$ cat config.mk
export PLATFORM = sky130hd
export DESIGN_NAME = apb_host_bridge
export DESIGN_NICKNAME = d
export VERILOG_FILES = /design/src/rtl/apb_host_bridge.sv
export SDC_FILE = /design/constraint.sdc
export NUM_CORES = 1
export LEC_CHECK = 0
export ABC_AREA = 1
export CORE_MARGIN = 4
export CORE_UTILIZATION = 34
export DETAILED_ROUTE_END_ITERATION = 6
export PLACE_DENSITY = 0.76
export SYNTH_ARGS = -nofsm -noshare
export SYNTH_HDL_FRONTEND = slang
export SYNTH_SLANG_ARGS = --single-unit
$ cat constraint.sdc
create_clock -name HCLK -period 1.3 [get_ports HCLK]
set_input_delay 0.13 -clock HCLK [delete_from_list [all_inputs] [get_ports HCLK]]
set_output_delay 0.13 -clock HCLK [all_outputs]
set_load 0.05 [all_outputs]
$ cat src/rtl/apb_host_bridge.sv
// APB initiator bridging a request/grant/response port to APB SETUP/ACCESS
// transfers, with wait-state absorption and a programmable hung-transfer timeout.
module apb_host_bridge #(
    parameter int APB_ADDR_WIDTH = 12,
    parameter int TIMEOUT_CYCLES = 255
) (
    input  logic                      HCLK,
    input  logic                      HRESETn,
    input  logic                      req_i,
    input  logic [APB_ADDR_WIDTH-1:0] addr_i,
    input  logic                      we_i,
    input  logic [31:0]               wdata_i,
    output logic                      gnt_o,
    output logic                      rvalid_o,
    output logic [31:0]               rdata_o,
    output logic                      err_o,
    output logic [APB_ADDR_WIDTH-1:0] PADDR,
    output logic [31:0]               PWDATA,
    output logic                      PWRITE,
    output logic                      PSEL,
    output logic                      PENABLE,
    input  logic [31:0]               PRDATA,
    input  logic                      PREADY,
    input  logic                      PSLVERR
);

    // A disabled timeout still needs a legal one-bit counter.
    localparam int CNT_W = (TIMEOUT_CYCLES > 0) ? $clog2(TIMEOUT_CYCLES + 1) : 1;
    localparam logic [CNT_W-1:0] CNT_MAX  = '1;
    localparam logic [CNT_W-1:0] CNT_LAST = (TIMEOUT_CYCLES > 0) ? CNT_W'(TIMEOUT_CYCLES - 1) : '0;

    typedef enum logic [1:0] {
        IDLE,
        SETUP,
        ACCESS
    } state_t;

    state_t                      state_q, state_d;
    logic [APB_ADDR_WIDTH-1:0]   paddr_q;
    logic [31:0]                 pwdata_q;
    logic                        pwrite_q;
    logic [CNT_W-1:0]            stall_cnt_q;
    logic                        rvalid_q;
    logic                        err_q;
    logic [31:0]                 rdata_q;

    logic grant;
    logic complete;
    logic abort;
    logic timeout_hit;

    assign timeout_hit = (TIMEOUT_CYCLES > 0) && (stall_cnt_q == CNT_LAST);

    // NOTE: every signal written here gets a default first, so no path can infer a latch.
    always_comb begin
        state_d  = state_q;
        grant    = 1'b0;
        PSEL     = 1'b0;
        PENABLE  = 1'b0;
        complete = 1'b0;
        abort    = 1'b0;
        case (state_q)
            IDLE: begin
                // Gated by reset so a held request is never granted while in reset.
                if (req_i && HRESETn) begin
                    grant   = 1'b1;
                    state_d = SETUP;
                end
            end
            SETUP: begin
                PSEL    = 1'b1;
                state_d = ACCESS;
            end
            ACCESS: begin
                PSEL    = 1'b1;
                PENABLE = 1'b1;
                if (PREADY) begin
                    complete = 1'b1;
                    state_d  = IDLE;
                end else if (timeout_hit) begin
                    abort   = 1'b1;
                    state_d = IDLE;
                end
            end
            default: state_d = IDLE;
        endcase
    end

    // NOTE: sequential state uses non-blocking assignments so every register samples pre-edge values.
    always_ff @(posedge HCLK or negedge HRESETn) begin
        if (!HRESETn) begin
            state_q <= IDLE;
        end else begin
            state_q <= state_d;
        end
    end

    always_ff @(posedge HCLK or negedge HRESETn) begin
        if (!HRESETn) begin
            paddr_q     <= '0;
            pwdata_q    <= '0;
            pwrite_q    <= 1'b0;
            stall_cnt_q <= '0;
            rvalid_q    <= 1'b0;
            err_q       <= 1'b0;
            rdata_q     <= '0;
        end else begin
            if (grant) begin
                paddr_q  <= addr_i;
                pwdata_q <= wdata_i;
                pwrite_q <= we_i;
            end

            if (state_q == SETUP) begin
                stall_cnt_q <= '0;
            end else if (state_q == ACCESS && !PREADY && stall_cnt_q != CNT_MAX) begin
                stall_cnt_q <= stall_cnt_q + 1'b1;
            end

            // PREADY wins over a coincident timeout, so abort is never set with complete.
            rvalid_q <= complete | abort;
            err_q    <= (complete & PSLVERR) | abort;
            if (complete) begin
                rdata_q <= pwrite_q ? 32'h0 : PRDATA;
            end else if (abort) begin
                rdata_q <= 32'h0;
            end
        end
    end

    assign gnt_o    = grant;
    assign rvalid_o = rvalid_q;
    assign rdata_o  = rdata_q;
    assign err_o    = err_q;
    assign PADDR    = paddr_q;
    assign PWDATA   = pwdata_q;
    assign PWRITE   = pwrite_q;

endmodule

# ---- Yosys cells after proc, flatten, opt, wreduce, memory -nomap -nowiden
# Index checks and enable logic that the tools add are counted.
dict set report totals {
  out_inout_bits 82
  regBits 89
}
dict set report op_classes {
  mux 18
  reduce_logical 9
  add_sub_neg 1
  bitwise_logic 3
  n_eq_ne 6
}
# cell n
set ops {}
lappend ops {{32-bit 2-to-1 mux} 3}
lappend ops {{8-bit 2-to-1 mux} 2}
lappend ops {{1-bit 2-to-1 mux} 9}
lappend ops {{8-bit by 1-bit adder with 8-bit output, second input constant} 1}
lappend ops {{8-bit equality test, second input constant} 1}
lappend ops {{8-bit inequality test, second input constant} 1}
lappend ops {{2-bit 2-to-1 mux} 3}
lappend ops {{2-bit case mux with 3 select lines} 1}
lappend ops {{2-bit nonzero test} 2}
lappend ops {{1-bit logical AND} 3}
lappend ops {{3-bit inequality test, second input constant} 1}
lappend ops {{2-bit by 1-bit equality test with 1-bit output, second input constant} 1}
lappend ops {{2-bit equality test, second input constant} 1}
lappend ops {{2-bit logical NOT} 1}
lappend ops {{2-bit inequality test, second input constant} 1}
lappend ops {{1-bit OR} 2}
lappend ops {{2-bit AND reduction} 1}
lappend ops {{2-bit OR reduction} 1}
lappend ops {{1-bit bitwise AND} 1}
lappend ops {{1-bit logical NOT} 1}

# ---- Logic depth before layout (Yosys ltp)
dict set report depth {
  ltp_word 6
  depth_mapped 9
  mapped_depth_nobuf 9
}

# ---- Worst setup path after synthesis
# No wires, ideal clock.
dict set report synth_path {
  kind {register -> register}
  startpoint {register state_q[0]}
  endpoint {register rdata_q[10], in the netlist rdata_o[10]}
  stages_incl_launch_ff 9
  setup_time_ns 0.119
  required_time_ns 1.181
  slack_ns -0.497
  arrival_ns 1.678
  path_cell_list {dfrtp_1 > inv_1 > ha_1 > inv_1 > nor2_4 > nand4_4 > buf_6 > nand3_2 > nand2_1}
}
dict set report synth_via {
  elab_chain_cells 3
  word_cells_on_any_way 5
  cone_classes {eq/ne: 1; mux: 3; reduce/logical: 1}
}
# item line_no
set synth_rtl {}
lappend synth_rtl {{start, declared} 38} ;# state_t state_q, state_d;
lappend synth_rtl {{start signal, assigned} 94} ;# state_q <= state_d;
lappend synth_rtl {{2-bit equality test *} 62} ;# case (state_q)
lappend synth_rtl {{1-bit 2-to-1 mux} 62}
lappend synth_rtl {{32-bit 2-to-1 mux or 2-bit nonzero test (tied branches)} n/a}
lappend synth_rtl {{end signal, assigned} 124} ;# rdata_q <= pwrite_q ? 32'h0 : PRDATA;
lappend synth_rtl {{end, declared} 45} ;# logic [31:0] rdata_q;
# Every way passes the cells marked *; elsewhere a longest branch is shown, timed or not.
# A chain may end at the register's enable or synchronous reset.

# ---- Final worst setup path
dict set report layout_path {
  startpoint {register state_q[1]}
  endpoint {output port PENABLE}
}
dict set report layout_via {
  elab_chain_cells 2
}
# item line_no
set layout_rtl {}
lappend layout_rtl {{2-bit equality test} 62}
lappend layout_rtl {{1-bit 2-to-1 mux} 62}
lappend layout_rtl {{end, declared} 21} ;# output logic PENABLE,
# Every way passes these cells.

==> summary.md <==
| Metric | Value |
|---|---|
| WP data arrival | between 1 and 1.5 ns |
| Slowest CP cell | dfrtp_1 |
| Vias in the first global route | roughly 4000 |
| Synth Warn # | 0 |
| Worst setup SP type | flop |
| Post-DP HPWL | between 8 and 9 mm |
| Unrepaired setup endpoints after global routing | yes |
| Avg WL per Cell | roughly 18 um |
| Hold EP | state_q[1] |
| Worst vdd ir | 1.84 mV |
| P per Cell Area | about 2800 mW/mm^2 |
| Synthesized area per cell | 8.84 um^2 |
| Clk_lat worst skew | 0.34 ns |
| Async SR Flop Fraction | 1.00 |
| Synth area leaders | dfrtp_1, nand2_1, nand3_2 |
| Hold crit path type | input port to flop |
| Most Frequent Cell on Critical Path | buf_6 |
| Clk Tree Root Cell | clkbuf_16 |
| FMAX | 653 MHz |
| TritonCTS Buffers | 9 |
| CP required | around 1.2 ns |
| Final Hold Viols | 0 |
| Count leader, synth | nand2_1 |
| Hold_sp | HRESETn |
| Io pins | about 160 |
| IO buf count | between 150 and 200 |
| Post-Syn Area | 0.00383 mm^2 |
| Vias | 3764 |
| TritonCTS clock tree | done |
| Die width | 114 um |
| Fillers | ~780 |
| Slew Viols, Final | 0 |
| DRC | 0 |
| Largest net degree at the start of global routing | 90 |
| Clock sink count | 89 |
| Sequential cell area | between 0.002 and 0.0025 mm^2 |
| Post-synth EDFFs | 0 |
| CP cell instances | buf_6 > ha_4 > buf_4 > buf_6 > buf_12 |
| Worst-Margin Slew | 0.497 ns |
| Setup ws final | -0.232 ns |
| Drt pass-1 iters | 4 |
| GPL Wtd Cong | 0.820 |
| Top cells by instance count after synthesis | nand2_1, dfrtp_1, nand3_1, nand3_2, inv_1 |
| Multi-input gate area | around 0.0017 mm^2 |
| Site row count | 38 |
| Leakage | 3.70 nW |
| Sequential share of the synthesized area | 0.582 |
| MaxCap Viol Count | 0 |
| H-Tree Depth | 3 |
| FF+latch count, synth | a little under 90 |
| Hold depth | 5 |
| Reg-to-reg critical path startpoint | state_q[0] |
| Share of layout cells above drive strength 1 | 0.408 |
| Worst reg-to-reg setup slack | -0.22 ns |
| Post-synthesis cell count | 433 |
| Post-layout util | 0.708 |
| Vert. Die Dim | between 100 and 150 um |
| Remaining global-route overflow | 0 |
| Outcome | complete, but fails checks |
| Overall routed net length | between 10 and 15 mm |
| N_diodes | 0 |
| Initial antenna violation count | 0 |
| Final Skew | 0.00600 ns |
| Critical Path End Type | output pin |
| Die area | approximately 0.013 mm^2 |
| Nets | slightly above 700 |
| Area Growth Syn to Fin | 102% |
| Failing checks | negative setup slack |
| Crit Path Category | flop to output pin |
| Initial Util | 0.350 |
| Worst path max stage delay | 0.40 ns |
| Vias per cell | approximately 4.8 |
| Top-area cell type share of the netlist area | 0.582 |
| DRT iter0 DRCs | approximately 150 |
| Reg clk slew, reported paths | about 0.06 ns |
| DRT antenna net count | 0 |
| Gr usage total | 0.193 |
| Pre-CTS WS | -0.150 ns |
| Top FF cell, synth | dfrtp_1 |
| Core Box Area | approximately 0.011 mm^2 |
| Critical R2R Capture | stall_cnt_q[5] |
| Reg2Reg Depth | 10 |
| Global-route wire length before repair | 19.8 mm |
| Slew margin rel. | 0.668 |
| Tcrit/Tclk final | 1.18 |
| Deepest clock path buffer count | 2 |
| Cell taking the most area after synthesis | dfrtp_1 |
| Endpoints failing setup | between 90 and 100 |
| Crit path time final | approximately 1.5 ns |
| Distinct cells, synth | 21 |
| CP max FO | 2 |
| Mapped Nets | 520 |
| Setup_tns | -10.95 ns |
==> through the flow <==
stage | cells | area (um^2) | power (mW) | hold WS (ns)
detailed placement | 740 | 6620 | 17.5 | 0.261
global route | 785 | 7740 | 22.2 | 0.259
global placement | 740 | 6620 | 17.2 | 0.260
finish | 785 | 7740 | 21.3 | 0.230
CTS | 771 | 7290 | 20.5 | 0.216
floorplan | 433 | 3880 | 10.7 | -0.166
==> placed cells by master (no fill, tap or decap), types with 8 or more instances in the layout <==
cell type        netlist  final
buf_12                 0     96
buf_4                  1     17
buf_6                  3     10
clkbuf_16              0     16
clkdlybuf4s50_1        0     80
dfrtp_1               89     89
inv_1                 15      9
nand2_1              235    176
nand2_2                3     58
nand3_1               22      9
nand3_2               21     31
nor2_1                 8      8
==> where the power goes <==
part	switching, mW	total [mW]	internal (mW)	leakage (nW)
Clock	1.06	2.57	1.51	0.142
Combinational	6.82	13.2	6.43	2.42
Sequential	1.53	5.50	3.97	1.14
Total	9.41	21.3	11.9	3.70
==> worst max-delay path: cells and delay by family (launching register included) <==
family                     cells  cell delay, ns
DFF                            1            0.40
adders and majority gates      1            0.15
buffers and inverters          4            0.51
==> worst max-delay path by stage <==
stage,cells past startpoint,startpoint,end
floorplan,8,state_q[0],rdata_o[10]
global placement,6,state_q[1],gnt_o
detailed placement,8,state_q[0],rdata_o[27]
CTS,6,state_q[0],gnt_o
global route,9,state_q[0],rdata_o[4]
finish,5,state_q[1],PENABLE
==> flip-flops by register name, indices dropped and copies added, names as in the netlist <==
name and count:
rdata_o 32, stall_cnt_q 8, err_o 1, PWRITE 1, state_q 2, PADDR 12, rvalid_o 1, PWDATA 32
==> metal layers <==
metal  GRT usage  vias to the layer above  part of all wire  wire (um)
li1            -                     1752                 -          -
met1       0.210                     1833              0.36       5000
met2       0.346                      156              0.53       7390
met3      0.0692                       23             0.086       1200
met4      0.0705                        0             0.019        269
met5           0                        -                 0          0
==> cell families (layout without fill, tap and decap cells) <==
group           count (synthesis)  in the layout  synth area share
buf+inv                        35            247            0.0441
fa+ha+maj                       5              5            0.0164
compound gates                  6              6           0.00785
flops                          89             89             0.582
simple gates                  296            296             0.345
xor+xnor                        2              2           0.00458
==> final cells by class <==
| cell class | instances | share of cell area |
|---|---|---|
| Clock buffer | 15 | 0.0372 |
| Inverter | 17 | 0.00889 |
| Timing Repair Buffer | 214 | 0.418 |
| Tap cell | 140 | 0.0226 |
| Clock inverter | 1 | 0.000970 |
| Sequential cell | 89 | 0.288 |
| Multi-Input combinational cell | 309 | 0.225 |
==> timing repair <==
action / 4_1_cts / 5_1_grt
setup endpoints to repair: 91 / 92
hold buffers: 1 / 0
pin swaps: 13 / 11
setup buffers: 10 / 6
gates cloned: 4 / 10
endpoints found under the hold margin: 89 / 0
gates resized for setup: 45 / 71
Power figures use the tool's default switching activity.
